File: src/rtl/y86_pkg.sv
// Shared Y86-64 pipeline constants and types. The pipeline registers use the
// bubble constant when they are flushed or reset.
package y86_pkg;

    localparam logic [3:0] I_HALT   = 4'h0;
    localparam logic [3:0] I_NOP    = 4'h1;
    localparam logic [3:0] I_RRMOVQ = 4'h2;
    localparam logic [3:0] I_IRMOVQ = 4'h3;
    localparam logic [3:0] I_RMMOVQ = 4'h4;
    localparam logic [3:0] I_MRMOVQ = 4'h5;
    localparam logic [3:0] I_OPQ    = 4'h6;
    localparam logic [3:0] I_JXX    = 4'h7;
    localparam logic [3:0] I_CALL   = 4'h8;
    localparam logic [3:0] I_RET    = 4'h9;
    localparam logic [3:0] I_PUSHQ  = 4'hA;
    localparam logic [3:0] I_POPQ   = 4'hB;

    localparam logic [3:0] R_RSP  = 4'h4;
    localparam logic [3:0] R_NONE = 4'hF;

    typedef enum logic [1:0] {
        STAT_AOK = 2'b00,
        STAT_HLT = 2'b01,
        STAT_ADR = 2'b10,
        STAT_INS = 2'b11
    } stat_t;

    typedef struct packed {
        stat_t       stat;
        logic [3:0]  icode;
        logic [3:0]  ifun;
        logic [63:0] valC;
        logic [63:0] valA;
        logic [63:0] valB;
        logic [3:0]  dstE;
        logic [3:0]  dstM;
        logic [3:0]  srcA;
        logic [3:0]  srcB;
    } ereg_t;

    localparam ereg_t EREG_BUBBLE = '{
        stat:  STAT_AOK,
        icode: I_NOP,
        ifun:  4'h0,
        valC:  64'h0,
        valA:  64'h0,
        valB:  64'h0,
        dstE:  R_NONE,
        dstM:  R_NONE,
        srcA:  R_NONE,
        srcB:  R_NONE
    };

endpackage

File: src/rtl/dreg_ids.sv
// Decode-stage register ID and operand selection from the D-register fields.
module dreg_ids
    import y86_pkg::*;
(
    input  logic [3:0]  icode,
    input  logic [3:0]  rA,
    input  logic [3:0]  rB,
    input  logic [63:0] valP,
    input  logic [63:0] rvalA,
    input  logic [63:0] rvalB,
    output logic [3:0]  srcA,
    output logic [3:0]  srcB,
    output logic [3:0]  dstE,
    output logic [3:0]  dstM,
    output logic [63:0] valA,
    output logic [63:0] valB
);

    always_comb begin
        srcA = R_NONE;
        srcB = R_NONE;
        dstE = R_NONE;
        dstM = R_NONE;
        case (icode)
            I_RRMOVQ: begin srcA = rA; dstE = rB; end
            I_IRMOVQ: dstE = rB;
            I_RMMOVQ: begin srcA = rA; srcB = rB; end
            I_MRMOVQ: begin srcB = rB; dstM = rA; end
            I_OPQ:    begin srcA = rA; srcB = rB; dstE = rB; end
            I_CALL:   begin srcB = R_RSP; dstE = R_RSP; end
            I_RET:    begin srcA = R_RSP; srcB = R_RSP; dstE = R_RSP; end
            I_PUSHQ:  begin srcA = rA; srcB = R_RSP; dstE = R_RSP; end
            I_POPQ:   begin srcA = R_RSP; srcB = R_RSP; dstE = R_RSP; dstM = rA; end
            default: ;
        endcase
    end

    // CALL and JXX carry the fall-through PC down the pipe in valA.
    assign valA = (icode == I_CALL || icode == I_JXX) ? valP : rvalA;
    assign valB = rvalB;

endmodule

File: src/rtl/rexecute_ctl.sv
// Decode-to-execute boundary: E pipeline register plus load/use, mispredict
// and ret hazard controls for the F and D registers.
module rexecute_ctl
    import y86_pkg::*;
(
    input  logic        clk,
    input  logic        rst_n,
    input  logic [1:0]  D_stat,
    input  logic [3:0]  D_icode,
    input  logic [3:0]  D_ifun,
    input  logic [3:0]  D_rA,
    input  logic [3:0]  D_rB,
    input  logic [63:0] D_valC,
    input  logic [63:0] D_valP,
    input  logic [63:0] d_rvalA,
    input  logic [63:0] d_rvalB,
    input  logic        e_Cnd,
    input  logic [3:0]  M_icode,
    output logic [3:0]  d_srcA,
    output logic [3:0]  d_srcB,
    output logic [3:0]  d_dstE,
    output logic [3:0]  d_dstM,
    output logic [1:0]  E_stat,
    output logic [3:0]  E_icode,
    output logic [3:0]  E_ifun,
    output logic [63:0] E_valC,
    output logic [63:0] E_valA,
    output logic [63:0] E_valB,
    output logic [3:0]  E_dstE,
    output logic [3:0]  E_dstM,
    output logic [3:0]  E_srcA,
    output logic [3:0]  E_srcB,
    output logic        F_stall,
    output logic        D_stall,
    output logic        D_bubble
);

    ereg_t       e_q;
    ereg_t       e_d;
    logic [63:0] d_valA;
    logic [63:0] d_valB;
    logic        load_use;
    logic        mispredict;
    logic        ret_pend;
    logic        e_bubble;

    dreg_ids u_ids (
        .icode (D_icode),
        .rA    (D_rA),
        .rB    (D_rB),
        .valP  (D_valP),
        .rvalA (d_rvalA),
        .rvalB (d_rvalB),
        .srcA  (d_srcA),
        .srcB  (d_srcB),
        .dstE  (d_dstE),
        .dstM  (d_dstM),
        .valA  (d_valA),
        .valB  (d_valB)
    );

    // RNONE guard keeps unused source slots from matching an absent load target.
    assign load_use   = (e_q.icode == I_MRMOVQ || e_q.icode == I_POPQ) &&
                        (e_q.dstM != R_NONE) &&
                        (e_q.dstM == d_srcA || e_q.dstM == d_srcB);
    assign mispredict = (e_q.icode == I_JXX) && !e_Cnd;
    assign ret_pend   = (D_icode == I_RET) || (e_q.icode == I_RET) || (M_icode == I_RET);

    assign F_stall  = load_use | ret_pend;
    assign D_stall  = load_use;
    assign D_bubble = mispredict | (ret_pend & ~load_use);
    assign e_bubble = mispredict | load_use;

    always_comb begin
        e_d       = EREG_BUBBLE;
        if (!e_bubble) begin
            e_d.stat  = stat_t'(D_stat);
            e_d.icode = D_icode;
            e_d.ifun  = D_ifun;
            e_d.valC  = D_valC;
            e_d.valA  = d_valA;
            e_d.valB  = d_valB;
            e_d.dstE  = d_dstE;
            e_d.dstM  = d_dstM;
            e_d.srcA  = d_srcA;
            e_d.srcB  = d_srcB;
        end
    end

    always_ff @(posedge clk or negedge rst_n) begin
        if (!rst_n) e_q <= EREG_BUBBLE;
        else        e_q <= e_d;
    end

    assign E_stat  = e_q.stat;
    assign E_icode = e_q.icode;
    assign E_ifun  = e_q.ifun;
    assign E_valC  = e_q.valC;
    assign E_valA  = e_q.valA;
    assign E_valB  = e_q.valB;
    assign E_dstE  = e_q.dstE;
    assign E_dstM  = e_q.dstM;
    assign E_srcA  = e_q.srcA;
    assign E_srcB  = e_q.srcB;

endmodule

File: config.mk
export PLATFORM = sky130hd
export DESIGN_NAME = rexecute_ctl
export DESIGN_NICKNAME = d
export VERILOG_FILES = /design/src/rtl/y86_pkg.sv /design/src/rtl/dreg_ids.sv /design/src/rtl/rexecute_ctl.sv
export SDC_FILE = /design/constraint.sdc
export NUM_CORES = 1
export LEC_CHECK = 0
export ABC_AREA = 1
export CELL_PAD_IN_SITES_DETAIL_PLACEMENT = 1
export CELL_PAD_IN_SITES_GLOBAL_PLACEMENT = 1
export CORE_AREA = 2 2 204 206
export CTS_BUF_LIST = sky130_fd_sc_hd__clkbuf_4
export DETAILED_ROUTE_END_ITERATION = 10
export DIE_AREA = 0 0 206 208
export HOLD_SLACK_MARGIN = 0.05
export PLACE_DENSITY = 0.7
export RECOVER_POWER = 50
export SLEW_MARGIN = 20
export SYNTH_ARGS = -nofsm -noshare
export SYNTH_HDL_FRONTEND = slang
export SYNTH_HIERARCHICAL = 1
export SYNTH_SLANG_ARGS = --single-unit
File: constraint.sdc
create_clock -name clk -period 1.8 [get_ports clk]
set_input_delay 0.27 -clock clk [delete_from_list [all_inputs] [get_ports clk]]
set_output_delay 0.27 -clock clk [all_outputs]
set_load 0.02 [all_outputs]
==> reports/qor.yml <==
cts_buffers: 61
antenna_found_initial: 2
port_buffers: 517
tns_ns: -18.17
hold_class: "in -> reg"
async_reset_ff_share_pct: 100.0
crit_arrival_ns: 2.24
first_pass_iters: 4
grt_max_degree: 57
yosysWarnings: 6
critPathMostFrequentCell: "nand2_2"
ioPinCount: 518
syn_to_final_growth_pct: 94.74
violations: "setup timing"
clk_latency_ns: 0.76
finalClockSkew_ns: 0.05779
max_clock_freq_ghz: 0.3988
synth-edff-count: 0
grt_util_all_layers_pct: 20.24
yosys.area.top_type_share_pct: 51.61
gp_congestion: 0.8595
rsz0062_at_grt: "true"
final.min_clock_period_ns: 2.508
wl_met2_um: 24420
core_area_um2: 40550
post-dp-hpwl_um: 28740
met3_length_um: 3133
htree_levels: 2
cp_slowest_cell: "dfstp_2"
finalCritPeriodShare_pct: 139.3
maxUsedRoutingLayer: "met4"
totalWireLength_um: 46060
drtIter0Drc: 273
wl_per_cell_um: 19.13
synth_nets: 1338
drive_above_1_share_pct: 27.37
die_y_um: 208
p_total_mw: 13.58
vias_per_cell: 4.080
drv_slew: 0
cts_root_buffer: "clkbuf_4"
rows: 74
crit_fanout: 4
grt_pass1_vias: 11500
relSlewSlack_pct: 40.80
whs_ns: 0.1598
yosysTopAreaCell: "dfrtp_1"
worst_slew_pin_slew_ns: 0.8880
start_kind: "register"
start_util_pct: 24.03
yosysMostFrequentCell: "inv_1"
required_ns: 1.53
clockBufferDepth: 3
final_cells: 2408
antenna_left: 0
cp_cell_sequence: "inv_2 -> nand2_2 -> nand2_2 -> nor2_2 -> nand2_1 -> nand2_2 -> nand2_4 -> buf_6 -> nand2_2 -> nand2_2 -> buf_6"
place_inst: 2094
ys_top_cells_by_area: "dfrtp_1 52%, inv_1 8.7%, nor2_1 7.7%, nand2_1 6.9%, nand3_2 6.3%"
num_vias: 9824
syn_area_um2: 9746
critical_path_class: "reg -> out"
synthTopCellsByCount: "226 x inv_1, 201 x dfrtp_1, 199 x nor2_1"
max-vdd-ir-drop_mv: 0.5017
status: "complete, but fails checks"
drc: 0
p_leak_nw: 9.381
cap_violations: 0
synth_area_per_cell_um2: 9.220
ys.flop_type: "dfrtp_1"
utilization_pct: 46.80
endpoint_kind: "output pin"
die_area_um2: 42850
die_w_um: 206
layout.nets: 2109
fillerInstances: 4575
grt_pass1_wl_um: 65670
fin_ws_ns: -0.7076
netlist_instances: 1057
power_density_nw_per_um2: 715.6
setup_viol: 183
ys_seq_area_share_pct: 56.19
cts_tree: "built"
overflow: 0
synth-seq-cells: 218
synth_cell_types: 24
finalHoldViolCount: 0
max_stage_delay_ns: 0.58
clk_pin_slew_ns: 0.07
cts_sinks: 218
wl_met1_um: 16330
[per-layer routing]
| layer | GRT usage (%) | vias up |
|---|---|---|
| met2 | 37.57 | 387 |
| li1 | - | 4570 |
| met3 | 5.107 | 117 |
| met1 | 20.45 | 4750 |
| met5 | 0 | - |
| met4 | 10.94 | 0 |
[worst paths after layout]
| check | cells after the start | end | from | slack [ns] |
|---|---|---|---|---|
| worst max-delay path | 11 | D_bubble | E_dstM[2] | -0.71 |
| worst min-delay path | 5 | E_icode[2] | D_icode[2] | 0.16 |
| worst max register to register | 12 | E_valB[49] | E_dstM[1] | -0.21 |
| worst min register to register | 5 | E_srcB[2] | E_icode[0] | 0.92 |
| max in group asynchronous | 4 | E_valC[26] | rst_n | 0.08 |
| min in group asynchronous | 3 | E_valA[34] | rst_n | 0.81 |
[power breakdown]
part	internal, mW	leakage, nW	switching, mW
Combinational	1.79	6.37	1.71
Sequential	5.28	2.55	0.145
Clock	2.31	0.458	2.35
Total	9.38	9.38	4.20
[flip-flops by register name, summed over array words and instances (netlist names)]
name     flops
E_dstE       4
E_dstM       4
E_icode      4
E_ifun       4
E_srcA       4
E_srcB       4
E_stat       2
E_valA      64
E_valB      64
E_valC      64
[cells by family after synthesis]
logic type | synth area share (%)
AOI/OAI and AO/OA | 0.4107
DFF | 56.19
buffers and inverters | 19.18
and+or+nand+nor | 24.21
[critical path, delay by kind of cell (launching register included)]
kind | cells | cell delay, ns
and+or+nand+nor | 8 | 0.59
DFF | 1 | 0.58
buffers and inverters | 3 | 0.30
[layout make-up]
cell class / instances / area, µm² / share of cell area, %
Inverter: 231 / 867.1 / 4.569
Clock buffer: 84 / 630.6 / 3.323
Sequential cell: 218 / 5477 / 28.86
Clock inverter: 25 / 135.1 / 0.7120
Multi-Input combinational cell: 502 / 2781 / 14.66
Antenna cell: 2 / 5.005 / 0.02637
Timing Repair Buffer: 814 / 8417 / 44.35
Tap cell: 532 / 665.6 / 3.507
[placed cells by master (no fill, tap or decap), types with 14 or more instances in the layout]
cell / count
dfrtp_1: 201
nor2_1: 162
clkdlybuf4s15_2: 83
clkbuf_4: 86
nand3_1: 20
clkdlybuf4s50_1: 275
nand2_2: 21
dlygate4sd3_1: 171
clkdlybuf4s15_1: 100
dlygate4sd2_1: 26
buf_4: 62
inv_1: 223
buf_12: 15
clkinv_1: 14
nor2_4: 14
buf_6: 48
nor2_2: 35
dfstp_2: 17
nand3_2: 62
nand2_1: 153
[metrics by stage]
| step | worst slack [ns] | instance area [µm²] |
|---|---|---|
| finish | -0.7076 | 18980 |
| global placement | -1.108 | 15580 |
| global route | -0.8656 | 18980 |
| detailed placement | -1.167 | 15580 |
| floorplan | -0.03220 | 9812 |
| CTS | -0.7875 | 18410 |
[repair_timing]
action	in CTS	in global routing
gates cloned	1	13
hold buffers	171	0
endpoints found under the hold margin	387	0
pin swaps	5	10
buffers inserted	16	7
setup endpoints to repair	437	233
gates resized for setup	698	96
No activity file was read; power rests on OpenSTA's default activity.
